==> config.mk <==
export PLATFORM = sky130hd
export DESIGN_NAME = chicken_turn_ctrl_flat
export DESIGN_NICKNAME = d
export VERILOG_FILES = /design/src/rtl/chicken_turn_ctrl_if.sv /design/src/rtl/chicken_turn_ctrl.sv /design/src/flat_wrapper.sv
export SDC_FILE = /design/constraint.sdc
export NUM_CORES = 1
export LEC_CHECK = 0
export BUFFER_PORTS_ARGS = -buffer_cell sky130_fd_sc_hd__buf_2
export CELL_PAD_IN_SITES_DETAIL_PLACEMENT = 1
export CELL_PAD_IN_SITES_GLOBAL_PLACEMENT = 2
export CORE_MARGIN = 10
export CORE_UTILIZATION = 38
export DETAILED_ROUTE_END_ITERATION = 7
export GPL_TIMING_DRIVEN = 0
export PLACE_DENSITY = 0.82
export SLEW_MARGIN = 20
export SYNTH_ARGS = -nofsm -noshare
export SYNTH_HDL_FRONTEND = slang
export SYNTH_SLANG_ARGS = --single-unit
==> constraint.sdc <==
create_clock -name clk -period 7.8 [get_ports clk]
set_input_delay 0.78 -clock clk [delete_from_list [all_inputs] [get_ports clk]]
set_output_delay 0.78 -clock clk [all_outputs]
set_load 0.05 [all_outputs]
==> src/rtl/chicken_turn_ctrl_if.sv <==
// Flip handshake between the tile comparator / tile memory stage and the turn controller.
//   flip_valid : upstream -> ctrl, a center tile is flipped and held on the comparator input
//   match      : upstream -> ctrl, comparator result (1 = edge tile equals center tile)
//   sel_edge   : ctrl -> upstream, comparator load select (1 = edge, 0 = center)
//   edge_idx   : ctrl -> upstream, edge tile index ahead of the current chicken
//   flip_ack   : ctrl -> upstream, one-cycle pulse, flip has been evaluated
interface chicken_turn_ctrl_if #(
    parameter int unsigned POS_W = 5
) ();
    logic             flip_valid;
    logic             match;
    logic             sel_edge;
    logic [POS_W-1:0] edge_idx;
    logic             flip_ack;

    modport master (
        output flip_valid,
        output match,
        input  sel_edge,
        input  edge_idx,
        input  flip_ack
    );

    modport slave (
        input  flip_valid,
        input  match,
        output sel_edge,
        output edge_idx,
        output flip_ack
    );
endinterface

==> src/rtl/chicken_turn_ctrl.sv <==
// Game-turn controller: sequences the comparator load select for each flipped center
// tile, then moves the current chicken to the next free edge tile on a match or passes
// the turn on a mismatch, and declares a winner once a chicken has looped the track.
// Ports:
//   clk, rst     : clock, asynchronous active-high reset
//   new_game     : one-cycle pulse, restarts the game from any state
//   bus          : flip handshake (slave side), see chicken_turn_ctrl_if
//   cur_player   : active player id
//   pos_flat     : all chicken positions, player i at [i*POS_W +: POS_W]
//   move_pulse   : current chicken advanced
//   pass_pulse   : turn passed to the next player
//   winner_valid : high while the game is won
//   winner_id    : winning player id
module chicken_turn_ctrl #(
    parameter int unsigned N_PLAYERS  = 4,
    parameter int unsigned TRACK_LEN  = 24,
    parameter int unsigned POS_W      = 5,
    parameter int unsigned PLAYER_W   = 2,
    parameter int unsigned SETTLE_CYC = 2
) (
    input  logic                       clk,
    input  logic                       rst,
    input  logic                       new_game,
    chicken_turn_ctrl_if.slave         bus,
    output logic [PLAYER_W-1:0]        cur_player,
    output logic [N_PLAYERS*POS_W-1:0] pos_flat,
    output logic                       move_pulse,
    output logic                       pass_pulse,
    output logic                       winner_valid,
    output logic [PLAYER_W-1:0]        winner_id
);

    localparam int unsigned SUM_W   = POS_W + 1;
    localparam int unsigned SPACING = TRACK_LEN / N_PLAYERS;
    localparam int unsigned CNT_W   = $clog2(SETTLE_CYC + 1);

    // One-hot so sel_edge is a single-bit decode of the state register.
    typedef enum logic [4:0] {
        S_IDLE   = 5'b00001,
        S_LOAD_C = 5'b00010,
        S_EVAL   = 5'b00100,
        S_SETTLE = 5'b01000,
        S_WIN    = 5'b10000
    } state_t;

    typedef logic [N_PLAYERS-1:0][POS_W-1:0] pos_arr_t;
    typedef logic [N_PLAYERS-1:0][SUM_W-1:0] step_arr_t;

    state_t             state;
    logic [CNT_W-1:0]   settle_cnt;
    pos_arr_t           pos;
    step_arr_t          steps;

    logic [POS_W-1:0]   target_c;
    logic [SUM_W-1:0]   dist_c;
    logic [SUM_W-1:0]   step_sum_c;
    logic               found_c;
    logic [POS_W-1:0]   cand_c;
    logic               occ_c;

    // Chickens start evenly spaced around the track.
    function automatic pos_arr_t init_pos();
        pos_arr_t p;
        for (int unsigned i = 0; i < N_PLAYERS; i++) begin
            p[i] = POS_W'(i * SPACING);
        end
        return p;
    endfunction

    function automatic logic [POS_W-1:0] wrap_add(input logic [POS_W-1:0] a, input int unsigned d);
        logic [SUM_W-1:0] s;
        s = SUM_W'(a) + SUM_W'(d);
        if (s >= SUM_W'(TRACK_LEN)) begin
            s = s - SUM_W'(TRACK_LEN);
        end
        return s[POS_W-1:0];
    endfunction

    assign pos_flat     = pos;
    assign bus.sel_edge = (state != S_LOAD_C);

    // First tile ahead of the current chicken not held by any other chicken.
    always_comb begin
        target_c = pos[cur_player];
        dist_c   = '0;
        found_c  = 1'b0;
        cand_c   = '0;
        occ_c    = 1'b0;
        for (int unsigned d = 1; d <= N_PLAYERS; d++) begin
            cand_c = wrap_add(pos[cur_player], d);
            occ_c  = 1'b0;
            for (int unsigned p = 0; p < N_PLAYERS; p++) begin
                if ((PLAYER_W'(p) != cur_player) && (pos[p] == cand_c)) begin
                    occ_c = 1'b1;
                end
            end
            if (!found_c && !occ_c) begin
                found_c  = 1'b1;
                target_c = cand_c;
                dist_c   = SUM_W'(d);
            end
        end
    end

    assign step_sum_c = steps[cur_player] + dist_c;

    // Turn FSM with all game state and registered outputs.
    always_ff @(posedge clk or posedge rst) begin
        if (rst) begin
            state        <= S_SETTLE;
            settle_cnt   <= CNT_W'(SETTLE_CYC);
            pos          <= init_pos();
            steps        <= '0;
            cur_player   <= '0;
            bus.edge_idx <= POS_W'(1);
            bus.flip_ack <= 1'b0;
            move_pulse   <= 1'b0;
            pass_pulse   <= 1'b0;
            winner_valid <= 1'b0;
            winner_id    <= '0;
        end else if (new_game) begin
            state        <= S_SETTLE;
            settle_cnt   <= CNT_W'(SETTLE_CYC);
            pos          <= init_pos();
            steps        <= '0;
            cur_player   <= '0;
            bus.edge_idx <= POS_W'(1);
            bus.flip_ack <= 1'b0;
            move_pulse   <= 1'b0;
            pass_pulse   <= 1'b0;
            winner_valid <= 1'b0;
            winner_id    <= '0;
        end else begin
            bus.flip_ack <= 1'b0;
            move_pulse   <= 1'b0;
            pass_pulse   <= 1'b0;
            bus.edge_idx <= target_c;
            case (state)
                S_IDLE: begin
                    if (bus.flip_valid) begin
                        state <= S_LOAD_C;
                    end
                end
                S_LOAD_C: begin
                    state <= S_EVAL;
                end
                S_EVAL: begin
                    bus.flip_ack <= 1'b1;
                    settle_cnt   <= CNT_W'(SETTLE_CYC);
                    if (bus.match) begin
                        pos[cur_player]   <= target_c;
                        steps[cur_player] <= step_sum_c;
                        move_pulse        <= 1'b1;
                        if (step_sum_c >= SUM_W'(TRACK_LEN)) begin
                            state        <= S_WIN;
                            winner_valid <= 1'b1;
                            winner_id    <= cur_player;
                        end else begin
                            state <= S_SETTLE;
                        end
                    end else begin
                        cur_player <= (cur_player == PLAYER_W'(N_PLAYERS - 1)) ?
                                      '0 : cur_player + PLAYER_W'(1);
                        pass_pulse <= 1'b1;
                        state      <= S_SETTLE;
                    end
                end
                S_SETTLE: begin
                    if (settle_cnt <= CNT_W'(1)) begin
                        state <= S_IDLE;
                    end
                    if (settle_cnt != '0) begin
                        settle_cnt <= settle_cnt - CNT_W'(1);
                    end
                end
                S_WIN: begin
                    state <= S_WIN;
                end
                default: begin
                    state <= S_SETTLE;
                end
            endcase
        end
    end

endmodule

==> src/flat_wrapper.sv <==
// flat-port wrapper written by rule: the top's interface ports become plain ports
module chicken_turn_ctrl_flat 
#(
    parameter int unsigned N_PLAYERS  = 4,
    parameter int unsigned TRACK_LEN  = 24,
    parameter int unsigned POS_W      = 5,
    parameter int unsigned PLAYER_W   = 2,
    parameter int unsigned SETTLE_CYC = 2
)
  (clk, rst, new_game, cur_player, pos_flat, move_pulse, pass_pulse, winner_valid, winner_id, bus_flip_valid, bus_match, bus_sel_edge, bus_edge_idx, bus_flip_ack);
  chicken_turn_ctrl_if #(.POS_W(POS_W)) bus_i ();
  input  logic clk;
  input  logic rst;
  input  logic new_game;
  output logic [PLAYER_W-1:0] cur_player;
  output logic [N_PLAYERS*POS_W-1:0] pos_flat;
  output logic move_pulse;
  output logic pass_pulse;
  output logic winner_valid;
  output logic [PLAYER_W-1:0] winner_id;
  input wire logic [$bits(bus_i.flip_valid)-1:0] bus_flip_valid;
  input wire logic [$bits(bus_i.match)-1:0] bus_match;
  output wire logic [$bits(bus_i.sel_edge)-1:0] bus_sel_edge;
  output wire logic [$bits(bus_i.edge_idx)-1:0] bus_edge_idx;
  output wire logic [$bits(bus_i.flip_ack)-1:0] bus_flip_ack;
  assign bus_i.flip_valid = bus_flip_valid;
  assign bus_i.match = bus_match;
  assign bus_sel_edge = bus_i.sel_edge;
  assign bus_edge_idx = bus_i.edge_idx;
  assign bus_flip_ack = bus_i.flip_ack;
  chicken_turn_ctrl #(.N_PLAYERS(N_PLAYERS), .TRACK_LEN(TRACK_LEN), .POS_W(POS_W), .PLAYER_W(PLAYER_W), .SETTLE_CYC(SETTLE_CYC)) u_core (.clk(clk), .rst(rst), .new_game(new_game), .bus(bus_i), .cur_player(cur_player), .pos_flat(pos_flat), .move_pulse(move_pulse), .pass_pulse(pass_pulse), .winner_valid(winner_valid), .winner_id(winner_id));
endmodule
==> flow_summary.yaml <==
clock_tree:
  ctsResizeCount: 0
  cts-root-buf: "clkbuf_16"
  clk_pin_slew_ps: 60
  cts_sinks: 64
  htree_levels: 3
  clockBufferDepth: 2
  insertion_delay_ps: 340
  cts_tree: "built"
  cts_made_buffers: 9
  post_cts_buffers: 0
  cts.hold.buffers_added: 0
sta:
  tns_ps: 0
  slew_headroom_pct: 27.6
  setup_viol: 0
  finalHoldViolations: 0
  clock.fmax_mhz: 140
  fin_crit_sh_pct: 91.3
  finalCriticalPeriod_ps: 7120
  final-max-slew-violation-count: 0
  fin_worst_skew_ps: 8.77
  max_slew.worst_pin.slew_ps: 1080
  rsz0062_at_grt: "false"
synth:
  synth_top_cells_by_count: "nor2_1, dfrtp_1, nand2_1"
  ys_top_cells_by_area: "dfrtp_1, xnor2_1, nor2_1"
  synth_top_area_cell: "dfrtp_1"
  syn_area_um2: 5560
  synth_edf_count: 0
  syn_inst: 646
  synth.distinct_cells: 87
  ys_ff_latch: 64
  yosysTopAreaCellShare_pct: 24.8
  synth-main-ff-cell: "dfrtp_1"
  syn_nets: 671
  yosysWarnings: 0
  yosysSeqAreaShare_pct: 29.0
  synth_most_common_cell: "nor2_1"
  synthArstFlopShare_pct: 100
  avgSynthCellArea_um2: 8.60
floorplan:
  die_x_um: 141
  row_count: 44
  ios: 39
  dieArea_um2: 19900
  fp.coreArea_um2: 14400
  die_h_um: 141
  start_util_pct: 38.5
route:
  drc: 0
  wire_per_inst_um: 21.6
  ant_nets: 0
  routed_via_density: 5.85
  drt-initial-drc-count: 371
  firstDrtPassIters: 5
  via_count: 5173
  wl_um: 19100
power_and_ir_drop:
  seqPwrFrac_pct: 42.1
  p_per_area_nw_per_um2: 133
  p_sw_mw: 0.200
  ir_drop_uv: 173
  p_clk_share_pct: 48.2
  p_comb_share_pct: 9.6
  power_leakage_nw: 2.60
  p_sw_share_pct: 23.9
  p_int_mw: 0.637
  power.total_mw: 0.837
final_layout:
  fillers: 1736
  finalNetCount: 720
  drive_gt1_share_pct: 18.4
  fin_cells: 884
  syn_to_final_growth_pct: 13.5
  antenna_cells: 0
flow_run:
  maxCapViolations: 0
grt:
  groute.usage.overall_pct: 19.3
  grt_pass1_wl_um: 30700
  gr-total-overflow: 0
  grt_antenna_before_repair: 0
  grt_pass1_vias: 5388
  grt_max_degree: 49
setup_path:
  critPathMaxStageDelay_ps: 540
  critPathCaptureType: "flop"
  cp_data_required_time_ps: 7990
  critical_path_class: "reg -> reg"
  crit_family: "buffers and inverters"
  crit_path_max_fanout: 10
  path_buf_inv: 9
  cp.arrival_ps: 7320
  start_kind: "flop"
  critPathSlowestCell: "clkbuf_1"
status:
  outcome: "completed"
placement:
  io_buffers: 37
  place_inst: 868
  routabilityCongestion: 0.867
  dp.final_hpwl_um: 14900
worst_hold_path:
  hold_path.class: "in -> async"
routing by layer:
| layer | wire [um] | vias to the layer above | GRT usage [%] | share of wire (%) |
|---|---|---|---|---|
| met3 | 628 | 28 | 2.75 | 3.3 |
| met4 | 449 | 0 | 6.58 | 2.4 |
| li1 | - | 2422 | - | - |
| met5 | 0 | - | 0 | 0 |
| met1 | 8210 | 2628 | 23.4 | 43 |
| met2 | 9790 | 95 | 34.1 | 51 |
cell families after synthesis:
logic type                 after synthesis  share of synthesized area (%)
DFF                                     64                           29.0
AOI/OAI and AO/OA                      147                           19.2
buffers and inverters                   75                           5.97
xor gates and xnor gates                70                           11.6
and+or+nand+nor                        242                           22.1
muxes                                   28                           7.45
adders and majority gates               20                           4.64
metrics by stage:
stage | area, um2 | hold slack [ps] | util, % | setup slack (ps)
5_1_grt | 6310 | 400 | 43.7 | 76.2
3_3_place_gp | 5970 | 480 | 41.4 | 812
2_1_floorplan | 5560 | 475 | - | 1860
4_1_cts | 6300 | 381 | 43.7 | 691
3_5_place_dp | 6000 | 493 | 41.6 | 781
6_report | 6310 | 379 | 43.7 | 675
registers in the layout, indices dropped and copies added (netlist names), 2 cells and up:
register,count
u_core.steps,24
u_core.pos_flat,20
u_core.bus.edge_idx,5
u_core.state,5
u_core.cur_player,2
u_core.settle_cnt,2
u_core.winner_id,2
power by group through the flow:
stage                     logic, mW  registers [mW]  clock network [mW]
after global routing         0.0924           0.355               0.429
after detailed placement     0.0794           0.358                   0
after floorplan              0.0585           0.356                   0
after CTS                    0.0813           0.353               0.411
after global placement       0.0720           0.358                   0
final                        0.0806           0.353               0.404
area by class of cell:
class / instances / area (um2) / share of cell area, %
multi-input combinational: 507 / 3620 / 57.3
sequential: 64 / 1610 / 25.6
clock buffer: 13 / 260 / 4.13
tap: 184 / 230 / 3.65
buffer: 46 / 220 / 3.49
timing repair buffer: 38 / 213 / 3.37
inverter: 29 / 114 / 1.81
clock inverter: 3 / 40.0 / 0.635
cell usage in the layout (no fill, tap or decap), types with 4 or more instances in the layout:
| master | netlist | layout |
|---|---|---|
| mux2i_1 | 14 | 14 |
| nor3_1 | 20 | 19 |
| ha_1 | 19 | 19 |
| nand2_1 | 50 | 50 |
| inv_2 | 5 | 5 |
| and3_1 | 8 | 8 |
| and4_1 | 4 | 4 |
| a21o_1 | 6 | 6 |
| inv_1 | 22 | 21 |
| nand3b_1 | 5 | 5 |
| nor2_1 | 80 | 80 |
| buf_2 | 11 | 48 |
| buf_4 | 5 | 5 |
| or3_1 | 7 | 7 |
| nor2b_1 | 4 | 4 |
| dfrtp_1 | 55 | 55 |
| clkbuf_1 | 25 | 27 |
| o21ai_0 | 15 | 15 |
| and2_1 | 4 | 4 |
| xnor2_1 | 40 | 40 |
| o22ai_1 | 5 | 5 |
| a211oi_1 | 14 | 14 |
| mux4_2 | 10 | 10 |
| xor2_1 | 27 | 27 |
| a311oi_1 | 9 | 9 |
| nand3_1 | 25 | 25 |
| clkbuf_16 | 0 | 9 |
| dfstp_2 | 9 | 9 |
| a31oi_1 | 14 | 14 |
| a21oi_1 | 38 | 38 |
| nor4_1 | 5 | 5 |
worst paths after layout:
path                                      start                endpoint  slack (ps)  cells after the start
min                                         rst         u_core.steps[1]         380                      2
max in group asynchronous                   rst  u_core.bus.edge_idx[0]        6850                      3
max                        u_core.cur_player[0]     u_core.winner_id[1]         680                     28
min reg2reg                 u_core.winner_valid     u_core.winner_valid         500                      2
min in group clk            u_core.winner_valid     u_core.winner_valid         500                      2
max reg2reg                u_core.cur_player[0]     u_core.winner_id[1]         680                     28
Note: power is estimated with default switching activity, not from simulation.
